## src/rtl/hazard_controller_if.sv

```systemverilog
// Pipeline-side bundle between the ID/EX stage logic and the hazard controller.
// HAZARD_PERF_EN adds the stall/flush performance counter outputs.
interface hazard_controller_if;
  logic [4:0]  idRs;
  logic [4:0]  idRt;
  logic        idUseRs;
  logic        idUseRt;
  logic        idIsMulDiv;
  logic        idIsDiv;
  logic        idUsesHiLo;
  logic        exMemRead;
  logic [4:0]  exWriteReg;
  logic        exTakeBranch;
  logic        pcWrite;
  logic        ifIdWrite;
  logic        ifIdFlush;
  logic        idExFlush;
  logic        mdStart;
  logic        mdBusy;
`ifdef HAZARD_PERF_EN
  logic [31:0] stallCycles;
  logic [31:0] flushCount;
`endif

  // Pipeline side: presents ID/EX decode fields, consumes stage controls.
  modport master (
    output idRs, idRt, idUseRs, idUseRt, idIsMulDiv, idIsDiv, idUsesHiLo,
    output exMemRead, exWriteReg, exTakeBranch,
`ifdef HAZARD_PERF_EN
    input  stallCycles, flushCount,
`endif
    input  pcWrite, ifIdWrite, ifIdFlush, idExFlush, mdStart, mdBusy
  );

  // Controller side.
  modport slave (
    input  idRs, idRt, idUseRs, idUseRt, idIsMulDiv, idIsDiv, idUsesHiLo,
    input  exMemRead, exWriteReg, exTakeBranch,
`ifdef HAZARD_PERF_EN
    output stallCycles, flushCount,
`endif
    output pcWrite, ifIdWrite, ifIdFlush, idExFlush, mdStart, mdBusy
  );
endinterface

```

## src/rtl/hazard_controller.sv

```systemverilog
// Load-use / branch / mult-div hazard sequencer for the 5-stage core; owns the mult/div busy counter.
// Optional HAZARD_PERF_EN adds stallCycles and flushCount performance counters.
module hazard_controller #(
  parameter int unsigned MUL_CYCLES = 4,
  parameter int unsigned DIV_CYCLES = 32,
  parameter int unsigned CNT_W      = $clog2(DIV_CYCLES + 1)
) (
  input logic                clk,
  input logic                resetn,
  hazard_controller_if.slave hz
);

  typedef enum logic [1:0] {
    RUN       = 2'd0,
    LOAD_HOLD = 2'd1,
    MD_WAIT   = 2'd2
  } state_t;

  state_t           state;
  state_t           state_nxt;
  logic [CNT_W-1:0] md_cnt;
  logic             md_busy;
  logic             lu_haz;
  logic             md_haz;
  logic             pc_write;
  logic             if_id_write;
  logic             if_id_flush;
  logic             id_ex_flush;
  logic             md_start;

  assign md_busy = (md_cnt != '0);
  assign lu_haz  = hz.exMemRead && (hz.exWriteReg != 5'd0) &&
                   (((hz.exWriteReg == hz.idRs) && hz.idUseRs) ||
                    ((hz.exWriteReg == hz.idRt) && hz.idUseRt));
  // A count of 1 means the result lands on the next edge, so HI/LO readers may go.
  assign md_haz  = hz.idUsesHiLo && md_busy && (md_cnt != CNT_W'(1));

  // Stage controls and next state, priority branch > load-use > mult/div > normal.
  always_comb begin
    state_nxt   = RUN;
    pc_write    = 1'b1;
    if_id_write = 1'b1;
    if_id_flush = 1'b0;
    id_ex_flush = 1'b0;
    md_start    = 1'b0;
    if (!resetn) begin
      pc_write    = 1'b0;
      if_id_write = 1'b0;
      if_id_flush = 1'b1;
      id_ex_flush = 1'b1;
    end else if (hz.exTakeBranch) begin
      if_id_flush = 1'b1;
      id_ex_flush = 1'b1;
    end else begin
      case (state)
        LOAD_HOLD: begin
          pc_write    = 1'b0;
          if_id_write = 1'b0;
          id_ex_flush = 1'b1;
          state_nxt   = md_haz ? MD_WAIT : RUN;
        end
        default: begin
          if (lu_haz) begin
            pc_write    = 1'b0;
            if_id_write = 1'b0;
            id_ex_flush = 1'b1;
            state_nxt   = LOAD_HOLD;
          end else if (md_haz) begin
            pc_write    = 1'b0;
            if_id_write = 1'b0;
            id_ex_flush = 1'b1;
            state_nxt   = MD_WAIT;
          end else begin
            md_start    = hz.idIsMulDiv;
          end
        end
      endcase
    end
  end

  // State and mult/div latency counter; the counter keeps running across branches.
  always_ff @(posedge clk) begin
    if (!resetn) begin
      state  <= RUN;
      md_cnt <= '0;
    end else begin
      state <= state_nxt;
      if (md_start) begin
        md_cnt <= hz.idIsDiv ? CNT_W'(DIV_CYCLES) : CNT_W'(MUL_CYCLES);
      end else if (md_busy) begin
        md_cnt <= md_cnt - CNT_W'(1);
      end
    end
  end

  assign hz.pcWrite   = pc_write;
  assign hz.ifIdWrite = if_id_write;
  assign hz.ifIdFlush = if_id_flush;
  assign hz.idExFlush = id_ex_flush;
  assign hz.mdStart   = md_start;
  assign hz.mdBusy    = resetn && md_busy;

`ifdef HAZARD_PERF_EN
  logic [31:0] stall_cycles;
  logic [31:0] flush_count;

  always_ff @(posedge clk) begin
    if (!resetn) begin
      stall_cycles <= '0;
      flush_count  <= '0;
    end else begin
      if (!pc_write)        stall_cycles <= stall_cycles + 32'd1;
      if (hz.exTakeBranch)  flush_count  <= flush_count + 32'd1;
    end
  end

  assign hz.stallCycles = stall_cycles;
  assign hz.flushCount  = flush_count;
`endif

endmodule

```

## src/flat_wrapper.sv

```systemverilog
// flat-port wrapper written by rule: the top's interface ports become plain ports
module hazard_controller_flat 
#(
  parameter int unsigned MUL_CYCLES = 4,
  parameter int unsigned DIV_CYCLES = 32,
  parameter int unsigned CNT_W      = $clog2(DIV_CYCLES + 1)
)
  (clk, resetn, hz_idRs, hz_idRt, hz_idUseRs, hz_idUseRt, hz_idIsMulDiv, hz_idIsDiv, hz_idUsesHiLo, hz_exMemRead, hz_exWriteReg, hz_exTakeBranch, hz_pcWrite, hz_ifIdWrite, hz_ifIdFlush, hz_idExFlush, hz_mdStart, hz_mdBusy);
  hazard_controller_if hz_i ();
  input logic clk;
  input logic resetn;
  input wire logic [$bits(hz_i.idRs)-1:0] hz_idRs;
  input wire logic [$bits(hz_i.idRt)-1:0] hz_idRt;
  input wire logic [$bits(hz_i.idUseRs)-1:0] hz_idUseRs;
  input wire logic [$bits(hz_i.idUseRt)-1:0] hz_idUseRt;
  input wire logic [$bits(hz_i.idIsMulDiv)-1:0] hz_idIsMulDiv;
  input wire logic [$bits(hz_i.idIsDiv)-1:0] hz_idIsDiv;
  input wire logic [$bits(hz_i.idUsesHiLo)-1:0] hz_idUsesHiLo;
  input wire logic [$bits(hz_i.exMemRead)-1:0] hz_exMemRead;
  input wire logic [$bits(hz_i.exWriteReg)-1:0] hz_exWriteReg;
  input wire logic [$bits(hz_i.exTakeBranch)-1:0] hz_exTakeBranch;
  output wire logic [$bits(hz_i.pcWrite)-1:0] hz_pcWrite;
  output wire logic [$bits(hz_i.ifIdWrite)-1:0] hz_ifIdWrite;
  output wire logic [$bits(hz_i.ifIdFlush)-1:0] hz_ifIdFlush;
  output wire logic [$bits(hz_i.idExFlush)-1:0] hz_idExFlush;
  output wire logic [$bits(hz_i.mdStart)-1:0] hz_mdStart;
  output wire logic [$bits(hz_i.mdBusy)-1:0] hz_mdBusy;
  assign hz_i.idRs = hz_idRs;
  assign hz_i.idRt = hz_idRt;
  assign hz_i.idUseRs = hz_idUseRs;
  assign hz_i.idUseRt = hz_idUseRt;
  assign hz_i.idIsMulDiv = hz_idIsMulDiv;
  assign hz_i.idIsDiv = hz_idIsDiv;
  assign hz_i.idUsesHiLo = hz_idUsesHiLo;
  assign hz_i.exMemRead = hz_exMemRead;
  assign hz_i.exWriteReg = hz_exWriteReg;
  assign hz_i.exTakeBranch = hz_exTakeBranch;
  assign hz_pcWrite = hz_i.pcWrite;
  assign hz_ifIdWrite = hz_i.ifIdWrite;
  assign hz_ifIdFlush = hz_i.ifIdFlush;
  assign hz_idExFlush = hz_i.idExFlush;
  assign hz_mdStart = hz_i.mdStart;
  assign hz_mdBusy = hz_i.mdBusy;
  hazard_controller #(.MUL_CYCLES(MUL_CYCLES), .DIV_CYCLES(DIV_CYCLES), .CNT_W(CNT_W)) u_core (.clk(clk), .resetn(resetn), .hz(hz_i));
endmodule
```

## config.mk

```make
export PLATFORM = sky130hd
export DESIGN_NAME = hazard_controller_flat
export DESIGN_NICKNAME = d
export VERILOG_FILES = /design/src/rtl/hazard_controller_if.sv /design/src/rtl/hazard_controller.sv /design/src/flat_wrapper.sv
export SDC_FILE = /design/constraint.sdc
export NUM_CORES = 1
export LEC_CHECK = 0
export CORE_MARGIN = 5
export CORE_UTILIZATION = 42
export CTS_CLUSTER_SIZE = 16
export DETAILED_ROUTE_END_ITERATION = 6
export PLACE_DENSITY = 0.82
export SYNTH_ARGS = -nofsm -noshare
export SYNTH_HDL_FRONTEND = slang
export SYNTH_SLANG_ARGS = --single-unit
```

## constraint.sdc

```tcl
create_clock -name clk -period 2.8 [get_ports clk]
set_input_delay 0.56 -clock clk [delete_from_list [all_inputs] [get_ports clk]]
set_output_delay 0.56 -clock clk [all_outputs]
set_load 0.03 [all_outputs]
```

==> impl_metrics.toml <==
[worst_setup_path]
critical_path.n_buffers_inverters = 2
worst-setup-path-type = "input port to output port"
regToRegSetupSlack_ns = 0.83
cp_slowest_cell = "sky130_fd_sc_hd__or4_4"
timing.critical_path.to = "hz_idExFlush"
start_point_of_the_critical_path = "hz_exWriteReg[3]"
timing.critical_path.arrival_ns = 2.06
r2r_start = "u_core.md_cnt[2]"
crit_path_end_kind = "output port"
depth_of_the_critical_timing_path_with_buffers_and_inverters_included = 6
reg2regPathDepth = 6
path_cells = "dlygate4sd2_1 > or4_4 > o21a_1 > and2_4 > nand4b_1 > buf_6"
worst-endpoint-required_ns = 2.24
critical-path-top-delay-family = "simple AND/OR/NAND/NOR gates"
worst_path_largest_cell_delay_ns = 0.51
critical_path.max_fanout = 4
timing.rr.end = "u_core.md_cnt[5]"
critical_path.startpoint_type = "input port"

[die]
row_count = 13
boundaryPins = 30
die-height_um = 48.5
placeableCoreArea_um2 = 1350
die_span_in_x_um = 48.5
die_area_um2 = 2350
start_util_pct = 46.2

[sta]
post-route-period-util_pct = 93.4
setup_viol_count_final = 0
slew_viol_final = 0
timing.clock.skew_ns = 0.00115
timing.slew.headroom_pct = 78.3
max_freq_mhz = 382
period_minus_slack_ns = 2.62
timing_worst_slew_pin_value_ns = 0.325
timing_hold_violations_final = 0
grt_setup_unrepaired = "false"
setup_tns_final_ns = 0
setup_ws_ns = 0.185

[clocking]
clockBufferDepth = 2
htreeDepth = 1
cts.clk_slew.worst_paths_ns = 0.05
tritoncts.num_buffers = 3
cts_setup_buffers = 0
worst_skew_pair.late_latency_ns = 0.24
clockRootBuffer = "sky130_fd_sc_hd__clkbuf_4"
cts_hold_buffers = 0
cts_tree = "done"
cts_sink_cnt = 8

[global_routing]
grt_first_pass_wirelength_um = 2800
grt_start_max_net_pins = 8
first_global_vias = 640
groute.usage.overall_pct = 14.8
gr-total-overflow = 0
grt_antenna_before_repair = 0

[synth]
synth-edff-count = 0
yosysWarnings = 0
largest_cells_by_area_after_synthesis = "sky130_fd_sc_hd__dfxtp_1, sky130_fd_sc_hd__xnor2_1, sky130_fd_sc_hd__nand2_1"
share_of_flip_flops_with_an_asynchronous_set_or_reset_after_synthesis_pct = 0
synth-main-ff-cell = "sky130_fd_sc_hd__dfxtp_1"
netlist_top_cells_count = "sky130_fd_sc_hd__xnor2_1, sky130_fd_sc_hd__dfxtp_1, sky130_fd_sc_hd__nand2_1"
yosys.cell_count.top_type = "sky130_fd_sc_hd__xnor2_1"
synth.top_cell.area_share_pct = 25.7
synth.yosys.seq_area_share_pct = 25.7
synth_top_area_cell = "sky130_fd_sc_hd__dfxtp_1"
syn_inst = 72
synth-seq-cells = 8
synth.avg_cell_area_um2 = 8.65
post_synth_instance_area_um2 = 623
synth_cell_type_count = 32
synth.net_count = 98

[route]
detailedRoute.firstIterationViolations = 7
drt-total-wl_um = 1750
route.detailed.vias_per_inst = 5.23
via_count = 649
remaining_drc_errors = 0
drtAntennaViolNets = 0
dr.pass1.iters = 4
post_dr_wirelength_cell_um = 14.1

[finish]
final.fill_count = 118
final_net_count = 137
layout-area-overhead-vs-synth_pct = 62.2
drive_above_1_share_pct = 22.9
insertedDiodeCount = 0

[placed_design]
gp_congestion = 0.836
preCtsSetupSlack_ns = -0.459
detailedPlacementHpwl_um = 1500
quantity_of_i_o_buffers_inserted_on_ports = 29

[power_and_ir_drop]
cellLeakagePower_nw = 0.422
vdd.ir_drop.worst_mv = 0.541
power_density_nw_per_um2 = 683

[worst_hold_path]
hp-class = "flip-flop to flip-flop"

[outcome]
result_of_the_run = "finished, final reports clean"

[flow_run]
max-cap-violations = 0
==> area by class of cell <==
class / instances / area (um2) / area share [%]
clock buffer: 3 / 22.5 / 2.23
inverter: 3 / 11.3 / 1.11
multi-input combinational: 59 / 455 / 45.0
sequential: 8 / 160 / 15.8
tap: 15 / 18.8 / 1.86
timing repair buffer: 36 / 343 / 33.9
==> metrics by stage <==
step | instance area, um2 | power, mW | util [%] | hold WS, ns | cells
2_1_floorplan | 623 | 0.486 | - | 0.520 | 72
3_3_place_gp | 965 | 0.595 | 71.5 | 0.555 | 121
3_5_place_dp | 965 | 0.603 | 71.5 | 0.576 | 121
4_1_cts | 997 | 0.698 | 73.9 | 0.586 | 124
5_1_grt | 1010 | 0.749 | 74.9 | 0.616 | 124
6_report | 1010 | 0.690 | 74.9 | 0.584 | 124
==> flip-flops by register name (all words and copies together) (netlist names) <==
| signal | count |
|---|---|
| u_core.md_cnt | 6 |
| u_core.state | 2 |
==> logic make-up (layout without fill, tap and decap cells) <==
logic type      after synthesis  in the layout  share of synthesized area, %
flops                         8              8                          25.7
fa+ha+maj                     2              2                          4.02
simple gates                 32             32                          30.9
compound gates               11             11                          14.7
xor+xnor                     12             12                          16.9
buf+inv                       5             42                          3.81
mux                           2              2                          4.02
==> metal layers <==
layer	GRT usage, %	share of wire [%]	up-vias
met4	5.38	0	0
met1	17.0	43	294
met3	4.59	7.4	0
li1	-	-	327
met2	25.2	49	28
met5	0	0	-
==> repair_timing <==
item                                    CTS  global route
pin swaps                                 0             1
resized for setup                        11             4
endpoints found under the setup margin    3             3
==> power breakdown <==
| part | switching, mW | total [mW] | internal, mW | leakage, nW |
|---|---|---|---|---|
| logic | 0.221 | 0.422 | 0.202 | 0.343 |
| clock network | 0.0337 | 0.0823 | 0.0487 | 0.0138 |
| registers | 0.0332 | 0.186 | 0.152 | 0.0658 |
==> cells in the final DEF (no fill, tap or decap), types with 2 or more instances in the layout <==
| cell type | synthesis | final |
|---|---|---|
| sky130_fd_sc_hd__dlymetal6s2s_1 | 0 | 3 |
| sky130_fd_sc_hd__dfxtp_1 | 8 | 8 |
| sky130_fd_sc_hd__or4_4 | 1 | 2 |
| sky130_fd_sc_hd__buf_4 | 1 | 10 |
| sky130_fd_sc_hd__nor3b_1 | 2 | 2 |
| sky130_fd_sc_hd__clkbuf_4 | 0 | 3 |
| sky130_fd_sc_hd__inv_1 | 3 | 3 |
| sky130_fd_sc_hd__clkdlybuf4s50_1 | 0 | 21 |
| sky130_fd_sc_hd__nand2_1 | 8 | 8 |
| sky130_fd_sc_hd__nor2_1 | 6 | 6 |
| sky130_fd_sc_hd__ha_1 | 2 | 2 |
| sky130_fd_sc_hd__nand3_1 | 4 | 4 |
| sky130_fd_sc_hd__nand4_1 | 2 | 2 |
| sky130_fd_sc_hd__xnor2_1 | 11 | 11 |
==> worst min-delay path by stage <==
stage	start	endpoint	slack, ns	depth (start not counted)
floorplan	u_core.md_cnt[1]	u_core.md_cnt[1]	0.52	2
CTS	u_core.state[1]	u_core.state[1]	0.59	2
detailed placement	u_core.md_cnt[1]	u_core.md_cnt[1]	0.58	2
finish	u_core.state[1]	u_core.state[1]	0.58	2
global route	u_core.state[1]	u_core.state[1]	0.62	2
global placement	u_core.md_cnt[1]	u_core.md_cnt[1]	0.56	2
==> tightest hold or removal path, cell delays in order, from the launching register on <==
cell and delay (ns):
sky130_fd_sc_hd__dfxtp_1 0.30, sky130_fd_sc_hd__or2b_2 0.16, sky130_fd_sc_hd__a211oi_1 0.08
(Power assumes the default switching activity.)
